$ cat config.mk
export PLATFORM = sky130hd
export DESIGN_NAME = cnn_layer_sequencer
export DESIGN_NICKNAME = d
export VERILOG_FILES = /design/src/rtl/cnn_seq_pkg.sv /design/src/rtl/cnn_buf_drain.sv /design/src/rtl/cnn_layer_sequencer.sv
export SDC_FILE = /design/constraint.sdc
export NUM_CORES = 1
export LEC_CHECK = 0
export CORE_MARGIN = 2
export CORE_UTILIZATION = 45
export DETAILED_ROUTE_END_ITERATION = 7
export PLACE_DENSITY_LB_ADDON = 0.2
export REMOVE_ABC_BUFFERS = 1
export SYNTH_ARGS = -nofsm -noshare
export SYNTH_HDL_FRONTEND = slang
export SYNTH_SLANG_ARGS = --single-unit
export TNS_END_PERCENT = 50
$ cat constraint.sdc
create_clock -name clk -period 3 [get_ports clk]
set_clock_uncertainty 0.2 [all_clocks]
set_input_delay 0.6 -clock clk [delete_from_list [all_inputs] [get_ports clk]]
set_output_delay 0.6 -clock clk [all_outputs]
set_load 0.03 [all_outputs]
$ cat src/rtl/cnn_seq_pkg.sv
`default_nettype none
// +----------------------------------------------------------------------------+
// | Module   : cnn_seq_pkg                                                     |
// | Purpose  : Shared state encoding and default geometry for the CNN layer    |
// |            sequencer and its result-buffer drain engine.                   |
// | Contents : seq_state_e - sequencer / drain state encoding                  |
// |            C_*         - default stage count, buffer depth, data width,    |
// |                          read latency and done timeout                     |
// | Revision : 1.0  initial release                                            |
// +----------------------------------------------------------------------------+
package cnn_seq_pkg;

  localparam int C_NUM_STAGES  = 4;
  localparam int C_OUT_DEPTH   = 2048;   // 4x4x128 last-stage activations
  localparam int C_DATA_W      = 4;
  localparam int C_RD_LAT      = 1;
  localparam int C_TIMEOUT_CYC = 2**20;
  localparam int C_ADDR_W      = 32;

  typedef enum logic [2:0] {
    ST_IDLE     = 3'd0,
    ST_START    = 3'd1,
    ST_WAIT     = 3'd2,
    ST_RD_ISSUE = 3'd3,
    ST_RD_WAIT  = 3'd4,
    ST_OUT      = 3'd5,
    ST_FINISH   = 3'd6,
    ST_ERROR    = 3'd7
  } seq_state_e;

endpackage : cnn_seq_pkg
`default_nettype wire

$ cat src/rtl/cnn_buf_drain.sv
`default_nettype none
// +----------------------------------------------------------------------------+
// | Module   : cnn_buf_drain                                                   |
// | Purpose  : Walks the last-stage output buffer from word 0 to OUT_DEPTH-1,  |
// |            issuing one read, waiting RD_LAT cycles, then presenting the    |
// |            word on a valid/ready stream until it is accepted.              |
// | Ports    : clk, resetn   - clock / async active-low reset                  |
// |            go            - one-cycle request to drain from word 0          |
// |            finished      - one-cycle pulse as the final word is accepted   |
// |            rd_addr       - buffer read address (holds when not reading)    |
// |            rd_data       - buffer read data, valid RD_LAT after rd_addr    |
// |            out_data/out_valid/out_last/out_ready - result stream           |
// | Revision : 1.0  initial release                                            |
// +----------------------------------------------------------------------------+
module cnn_buf_drain
  import cnn_seq_pkg::*;
#(
  parameter int OUT_DEPTH = C_OUT_DEPTH,
  parameter int DATA_W    = C_DATA_W,
  parameter int RD_LAT    = C_RD_LAT
) (
  input  logic                     clk,
  input  logic                     resetn,
  input  logic                     go,
  output logic                     finished,
  output logic [C_ADDR_W-1:0]      rd_addr,
  input  logic signed [DATA_W-1:0] rd_data,
  output logic signed [DATA_W-1:0] out_data,
  output logic                     out_valid,
  output logic                     out_last,
  input  logic                     out_ready
);

  localparam int C_IDX_W = (OUT_DEPTH > 1) ? $clog2(OUT_DEPTH) : 1;
  localparam int C_LAT_W = $clog2(RD_LAT + 1);
  localparam logic [C_IDX_W-1:0] C_LAST_IDX = C_IDX_W'(OUT_DEPTH - 1);
  localparam logic [C_LAT_W-1:0] C_LAT_END  = C_LAT_W'(RD_LAT);

  seq_state_e               r_phase, w_phase_nxt;
  logic [C_IDX_W-1:0]       r_idx, w_idx_nxt;
  logic [C_LAT_W-1:0]       r_lat, w_lat_nxt;
  logic [C_ADDR_W-1:0]      r_rd_addr, w_rd_addr_nxt;
  logic signed [DATA_W-1:0] r_out_data, w_out_data_nxt;
  logic                     w_is_last;

  // Terminal word found by compare; the index never wraps.
  assign w_is_last = (r_idx == C_LAST_IDX);

  always_ff @(posedge clk or negedge resetn) begin
    if (!resetn) begin
      r_phase    <= ST_IDLE;
      r_idx      <= '0;
      r_lat      <= '0;
      r_rd_addr  <= '0;
      r_out_data <= '0;
    end else begin
      r_phase    <= w_phase_nxt;
      r_idx      <= w_idx_nxt;
      r_lat      <= w_lat_nxt;
      r_rd_addr  <= w_rd_addr_nxt;
      r_out_data <= w_out_data_nxt;
    end
  end

  always_comb begin
    w_phase_nxt    = r_phase;
    w_idx_nxt      = r_idx;
    w_lat_nxt      = r_lat;
    w_rd_addr_nxt  = r_rd_addr;
    w_out_data_nxt = r_out_data;
    finished       = 1'b0;
    unique case (r_phase)
      ST_IDLE: begin
        if (go) begin
          w_idx_nxt     = '0;
          w_rd_addr_nxt = '0;
          w_phase_nxt   = ST_RD_ISSUE;
        end
      end
      ST_RD_ISSUE: begin
        w_lat_nxt   = C_LAT_W'(1);
        w_phase_nxt = ST_RD_WAIT;
      end
      ST_RD_WAIT: begin
        // r_lat counts RD_WAIT cycles from 1; data is valid in the last one.
        if (r_lat == C_LAT_END) begin
          w_out_data_nxt = rd_data;
          w_phase_nxt    = ST_OUT;
        end else begin
          w_lat_nxt = r_lat + 1'b1;
        end
      end
      ST_OUT: begin
        if (out_ready) begin
          if (w_is_last) begin
            finished    = 1'b1;
            w_phase_nxt = ST_IDLE;
          end else begin
            w_idx_nxt     = r_idx + 1'b1;
            // The address moves on the same edge the next read is issued.
            w_rd_addr_nxt = C_ADDR_W'(w_idx_nxt);
            w_phase_nxt   = ST_RD_ISSUE;
          end
        end
      end
      default: w_phase_nxt = ST_IDLE;
    endcase
  end

  assign rd_addr   = r_rd_addr;
  assign out_data  = r_out_data;
  assign out_valid = (r_phase == ST_OUT);
  assign out_last  = out_valid && w_is_last;

endmodule : cnn_buf_drain
`default_nettype wire

$ cat src/rtl/cnn_layer_sequencer.sv
`default_nettype none
// +----------------------------------------------------------------------------+
// | Module   : cnn_layer_sequencer                                             |
// | Purpose  : Starts NUM_STAGES chained layer engines in index order, waits   |
// |            for a fresh done edge from each, then drains the last stage's   |
// |            result buffer as a valid/ready stream.                          |
// | Ports    : clk, resetn        - clock / async active-low reset             |
// |            run                - pulse to start an inference sequence       |
// |            stage_start/done   - per-stage start pulse / done level         |
// |            rd_addr/rd_data    - last-stage buffer read port                |
// |            out_data/out_valid/out_ready/out_last - result stream           |
// |            cur_stage          - running stage, NUM_STAGES while draining   |
// |            busy, done         - activity flag / end-of-sequence pulse      |
// |            timeout_err        - sticky stage-done timeout flag             |
// | Revision : 1.0  initial release                                            |
// +----------------------------------------------------------------------------+
module cnn_layer_sequencer
  import cnn_seq_pkg::*;
#(
  parameter int NUM_STAGES  = C_NUM_STAGES,
  parameter int OUT_DEPTH   = C_OUT_DEPTH,
  parameter int DATA_W      = C_DATA_W,
  parameter int RD_LAT      = C_RD_LAT,
  parameter int TIMEOUT_CYC = C_TIMEOUT_CYC
) (
  input  logic                            clk,
  input  logic                            resetn,
  input  logic                            run,
  output logic [NUM_STAGES-1:0]           stage_start,
  input  logic [NUM_STAGES-1:0]           stage_done,
  output logic [C_ADDR_W-1:0]             rd_addr,
  input  logic signed [DATA_W-1:0]        rd_data,
  output logic signed [DATA_W-1:0]        out_data,
  output logic                            out_valid,
  input  logic                            out_ready,
  output logic                            out_last,
  output logic [$clog2(NUM_STAGES):0]     cur_stage,
  output logic                            busy,
  output logic                            done,
  output logic                            timeout_err
);

  localparam int C_CUR_W = $clog2(NUM_STAGES) + 1;
  localparam int C_TMO_W = $clog2(TIMEOUT_CYC);
  localparam logic [C_CUR_W-1:0] C_LAST_STAGE = C_CUR_W'(NUM_STAGES - 1);
  localparam logic [C_CUR_W-1:0] C_DRAINING   = C_CUR_W'(NUM_STAGES);
  // Count value one below the terminal: the increment on this edge would
  // make the counter reach TIMEOUT_CYC-1, so the timeout is taken here.
  localparam logic [C_TMO_W-1:0] C_TMO_PRE    = C_TMO_W'(TIMEOUT_CYC - 2);

  seq_state_e            r_state, w_state_nxt;
  logic [C_CUR_W-1:0]    r_cur, w_cur_nxt;
  logic [C_TMO_W-1:0]    r_tmo_cnt, w_tmo_cnt_nxt;
  logic                  r_tmo_err, w_tmo_err_nxt;
  logic [NUM_STAGES-1:0] r_done_q;
  logic [NUM_STAGES-1:0] w_cur_onehot;
  logic [NUM_STAGES-1:0] w_edges;
  logic                  w_done_edge;
  logic                  w_tmo_hit;
  logic                  w_drain_go;
  logic                  w_drain_finished;

  for (genvar gi = 0; gi < NUM_STAGES; gi++) begin : g_stage_sel
    assign w_cur_onehot[gi] = (r_cur == C_CUR_W'(gi));
  end

  // A done that is already high when its stage starts is left over from an
  // earlier run; only a fresh low-to-high transition counts, and only on the
  // stage currently being run.
  assign w_edges     = stage_done & ~r_done_q;
  assign w_done_edge = |(w_edges & w_cur_onehot);
  assign w_tmo_hit   = (r_tmo_cnt == C_TMO_PRE);

  always_ff @(posedge clk or negedge resetn) begin
    if (!resetn) begin
      r_state   <= ST_IDLE;
      r_cur     <= '0;
      r_tmo_cnt <= '0;
      r_tmo_err <= 1'b0;
      r_done_q  <= '0;
    end else begin
      r_state   <= w_state_nxt;
      r_cur     <= w_cur_nxt;
      r_tmo_cnt <= w_tmo_cnt_nxt;
      r_tmo_err <= w_tmo_err_nxt;
      r_done_q  <= stage_done;
    end
  end

  // During the drain the top FSM parks in ST_RD_ISSUE; the drain engine
  // sequences the RD_ISSUE/RD_WAIT/OUT steps itself and reports completion.
  always_comb begin
    w_state_nxt   = r_state;
    w_cur_nxt     = r_cur;
    w_tmo_cnt_nxt = r_tmo_cnt;
    w_tmo_err_nxt = r_tmo_err;
    w_drain_go    = 1'b0;
    unique case (r_state)
      ST_IDLE: begin
        if (run) begin
          w_tmo_err_nxt = 1'b0;
          w_state_nxt   = ST_START;
        end
      end
      ST_START: begin
        w_tmo_cnt_nxt = '0;
        w_state_nxt   = ST_WAIT;
      end
      ST_WAIT: begin
        // A done edge takes priority over a simultaneous timeout.
        if (w_done_edge) begin
          if (r_cur == C_LAST_STAGE) begin
            w_cur_nxt   = C_DRAINING;
            w_drain_go  = 1'b1;
            w_state_nxt = ST_RD_ISSUE;
          end else begin
            w_cur_nxt   = r_cur + 1'b1;
            w_state_nxt = ST_START;
          end
        end else if (w_tmo_hit) begin
          w_tmo_err_nxt = 1'b1;
          w_state_nxt   = ST_ERROR;
        end else begin
          w_tmo_cnt_nxt = r_tmo_cnt + 1'b1;
        end
      end
      ST_RD_ISSUE, ST_RD_WAIT, ST_OUT: begin
        if (w_drain_finished) begin
          w_state_nxt = ST_FINISH;
        end
      end
      ST_FINISH: begin
        w_cur_nxt   = '0;
        w_state_nxt = ST_IDLE;
      end
      ST_ERROR: begin
        if (run) begin
          w_tmo_err_nxt = 1'b0;
          w_cur_nxt     = '0;
          w_state_nxt   = ST_IDLE;
        end
      end
      default: w_state_nxt = ST_IDLE;
    endcase
  end

  cnn_buf_drain #(
    .OUT_DEPTH (OUT_DEPTH),
    .DATA_W    (DATA_W),
    .RD_LAT    (RD_LAT)
  ) u_drain (
    .clk       (clk),
    .resetn    (resetn),
    .go        (w_drain_go),
    .finished  (w_drain_finished),
    .rd_addr   (rd_addr),
    .rd_data   (rd_data),
    .out_data  (out_data),
    .out_valid (out_valid),
    .out_last  (out_last),
    .out_ready (out_ready)
  );

  assign stage_start = (r_state == ST_START) ? w_cur_onehot : '0;
  assign cur_stage   = r_cur;
  assign busy        = (r_state != ST_IDLE) && (r_state != ST_ERROR);
  assign done        = (r_state == ST_FINISH);
  assign timeout_err = r_tmo_err;

endmodule : cnn_layer_sequencer
`default_nettype wire

==> results of run 1 <==
-- path summary, 6_finish.rpt --
check,depth (start not counted),to,startpoint
setup / recovery,7,r_tmo_cnt[12],cur_stage[0]
hold / removal,1,r_tmo_cnt[6],resetn
setup reg to reg,7,r_tmo_cnt[12],cur_stage[0]
hold reg to reg,1,u_drain.r_phase[0],u_drain.r_phase[1]
max in group asynchronous,2,u_drain.rd_addr[6],resetn
min in group clk,1,u_drain.r_phase[0],u_drain.r_phase[1]
-- per-layer routing --
| layer | track usage [%] | wire length [um] | up-vias |
|---|---|---|---|
| met5 | 0 | 0 | - |
| met4 | 3.608 | 29 | 0 |
| met3 | 3.016 | 251 | 2 |
| met2 | 32.46 | 3291 | 53 |
| met1 | 26.96 | 3243 | 1296 |
| li1 | - | - | 1264 |
-- flip-flops by register name, indices dropped and copies added (netlist names) --
register / flops
cur_stage: 3
r_done_q: 4
r_state: 3
r_tmo_cnt: 20
timeout_err: 1
u_drain.out_data: 4
u_drain.r_lat: 1
u_drain.r_phase: 3
u_drain.rd_addr: 11
-- final cells by class --
class	instances	area share, %
Tap cell	77	2.697
Clock buffer	6	2.032
Timing Repair Buffer	58	14.43
Clock inverter	2	1.051
Multi-Input combinational cell	248	43.19
Sequential cell	50	35.03
Inverter	15	1.576
-- cell families (layout without fill, tap and decap cells) --
group | Yosys count | in the layout | share of synthesized area, %
and+or+nand+nor | 127 | 127 | 23.68
AOI/OAI and AO/OA | 79 | 79 | 17.15
DFF | 50 | 50 | 42.35
buffers and inverters | 48 | 81 | 8.768
muxes | 12 | 12 | 4.235
adders and majority gates | 8 | 8 | 3.389
other | 1 | 21 | 0.1269
xor gates and xnor gates | 1 | 1 | 0.2965
-- worst max-delay path, cell delays in order (launching register included) --
cell and delay (ns):
dfrtp_1 0.41, ha_1 0.22, ha_2 0.18, and3b_1 0.19
or4_4 0.53, or4_4 0.57, or4_4 0.43, a21oi_2 0.13
-- layout by cell type, fill, tap and decap left out, types with 5 or more instances in the layout --
master           synthesis  routed
and3_1                   7       7
ha_1                     8       7
a21oi_1                 24      23
dfrtp_1                 50      50
clkdlybuf4s50_1          0      33
o21ai_0                 12      12
conb_1                   1      21
a31oi_1                 11      11
or4_1                   10       9
buf_4                   21      24
o31ai_1                 11      10
nand3_1                 20      20
mux2i_1                  8       8
inv_1                   13      13
nor3_1                  11      11
clkbuf_8                 0       5
or3_1                    6       5
nand2_1                 30      30
nand2b_1                 6       6
nor2_1                  15      15
-- stage by stage --
step,TNS [ns],util [%],area [um2],hold slack [ns],setup slack (ns)
final,0,56.26,3572,0.1282,0.06929
after global routing,0,56.26,3572,0.1757,0.003224
after CTS,0,55.88,3548,0.1487,0.02543
after detailed placement,-1.724,54.15,3438,0.2780,-0.1727
after global placement,-1.112,54.15,3438,0.2812,-0.1244
after floorplan,-0.5219,-,2826,0.1044,-0.1906
-- power by group through the flow --
stage	clock (W)	sequential [W]	combinational, W
global placement	0	0.00108	0.000944
detailed placement	0	0.00109	0.000968
finish	0.000477	0.00108	0.000978
floorplan	0	0.00117	0.000491
global route	0.000528	0.00112	0.00108
CTS	0.000499	0.00108	0.000973
==> flow_summary.yaml, run 1 <==
power:
  internal-power_w: 0.001537
  combinationalPowerShare_pct: 38.5
  peakVddDrop_mv: 0.4518
  fin_total_pwr_w: 0.002537
  clkPwrFrac_pct: 18.8
  seq_power_share_pct: 42.7
  p_leak_nw: 1.526
  power_density_nw_per_um2: 710.3
  p_switching_w: 0.001000
  p_sw_share_pct: 39.41
yosys:
  synthTopCellsByCount: "dfrtp_1 (50), nand2_1 (30), a21oi_1 (24)"
  yosysMostFrequentCell: "dfrtp_1"
  synth_flop_cell: "dfrtp_1"
  ys_types: 48
  synth_top_cells_by_area: "dfrtp_1 (42%), buf_4 (5.3%), a21oi_1 (4.1%), nand2_1 (3.8%), ha_1 (3.4%)"
  synth.top_cell.area_share_pct: 42.35
  yosysTopAreaCell: "dfrtp_1"
  yosys_warnings: 0
  synth_area_um2: 2954
  async_reset_ff_share_pct: 100.0
  syn_inst: 326
  ys_seq_area_share_pct: 42.35
  synth_edf_count: 0
  synth-seq-cells: 50
  synth.avg_cell_area_um2: 9.062
clock_network:
  cts_tree: "done"
  cts_resized: 0
  clockBufferDepth: 2
  cts_setup_buffers: 0
  clkLatencyLatePin_ns: 0.29
  numCtsBuffers: 5
  clk_pin_slew_ns: 0.09
  h-tree-depth: 2
  numClockSinks: 50
  hold_buffers: 0
  clock-root-buffer: "clkbuf_8"
final_layout:
  fin_nets: 398
  ff_latch_area_um2: 1251
  syn_to_final_growth_pct: 20.92
  multi_input_area_um2: 1543
  fillers: 604
  layout-drive-gt1-share_pct: 12.40
  antenna_cells: 0
  instances_no_fill: 456
timing:
  worstMarginPinSlew_ns: 0.6687
  slew_violations: 0
  setup_viol: 0
  clock.fmax_mhz: 341.2
  rsz0062_at_grt: "no"
  fin_crit_ns: 2.931
  period_share_pct: 97.69
  hold_viol: 0
  slew_headroom_pct: 55.42
global_routing:
  grt_max_degree: 30
  grt_pass1_wl_um: 11650
  first_global_vias: 2499
  grt_util_all_layers_pct: 19.40
  grt.overflow.total: 0
  antenna_found_initial: 0
drt:
  viasPerCell: 5.735
  drc: 0
  routed_wl_um: 6815
  vias: 2615
  first_iter_violations: 102
  antenna_left: 0
  firstDrtPassIters: 4
  wire_per_inst_um: 14.95
setup_path:
  start_kind: "flip-flop"
  crit_type: "flip-flop to flip-flop"
  arrival_ns: 2.96
  r2r_slack_ns: 0.07
  end_kind: "flip-flop"
  path_max_fanout: 5
  cp.required_ns: 3.03
floorplan:
  core.rowCount: 29
  ioPinCount: 60
  die_w_um: 85.02
  die_y_um: 85.02
  initial_core_util_pct: 46.52
  die_area_um2: 7228
  design.core.area_um2: 6350
hold_path:
  worst_hold_path_type: "input port to asynchronous set/reset pin"
placement:
  io_buffers: 38
  dp_hpwl_um: 4940
  gp_congestion: 0.8380
  dpl.cell_count: 448
job:
  cap_violations: 0
status:
  status: "finished clean"
No activity file was read; power rests on OpenSTA's default activity.
==> run 2: changes to the inputs <==
- SLEW_MARGIN: default -> 20
==> results of run 2 <==
The final DEF is identical to that of run 1; final timing and power are the same.
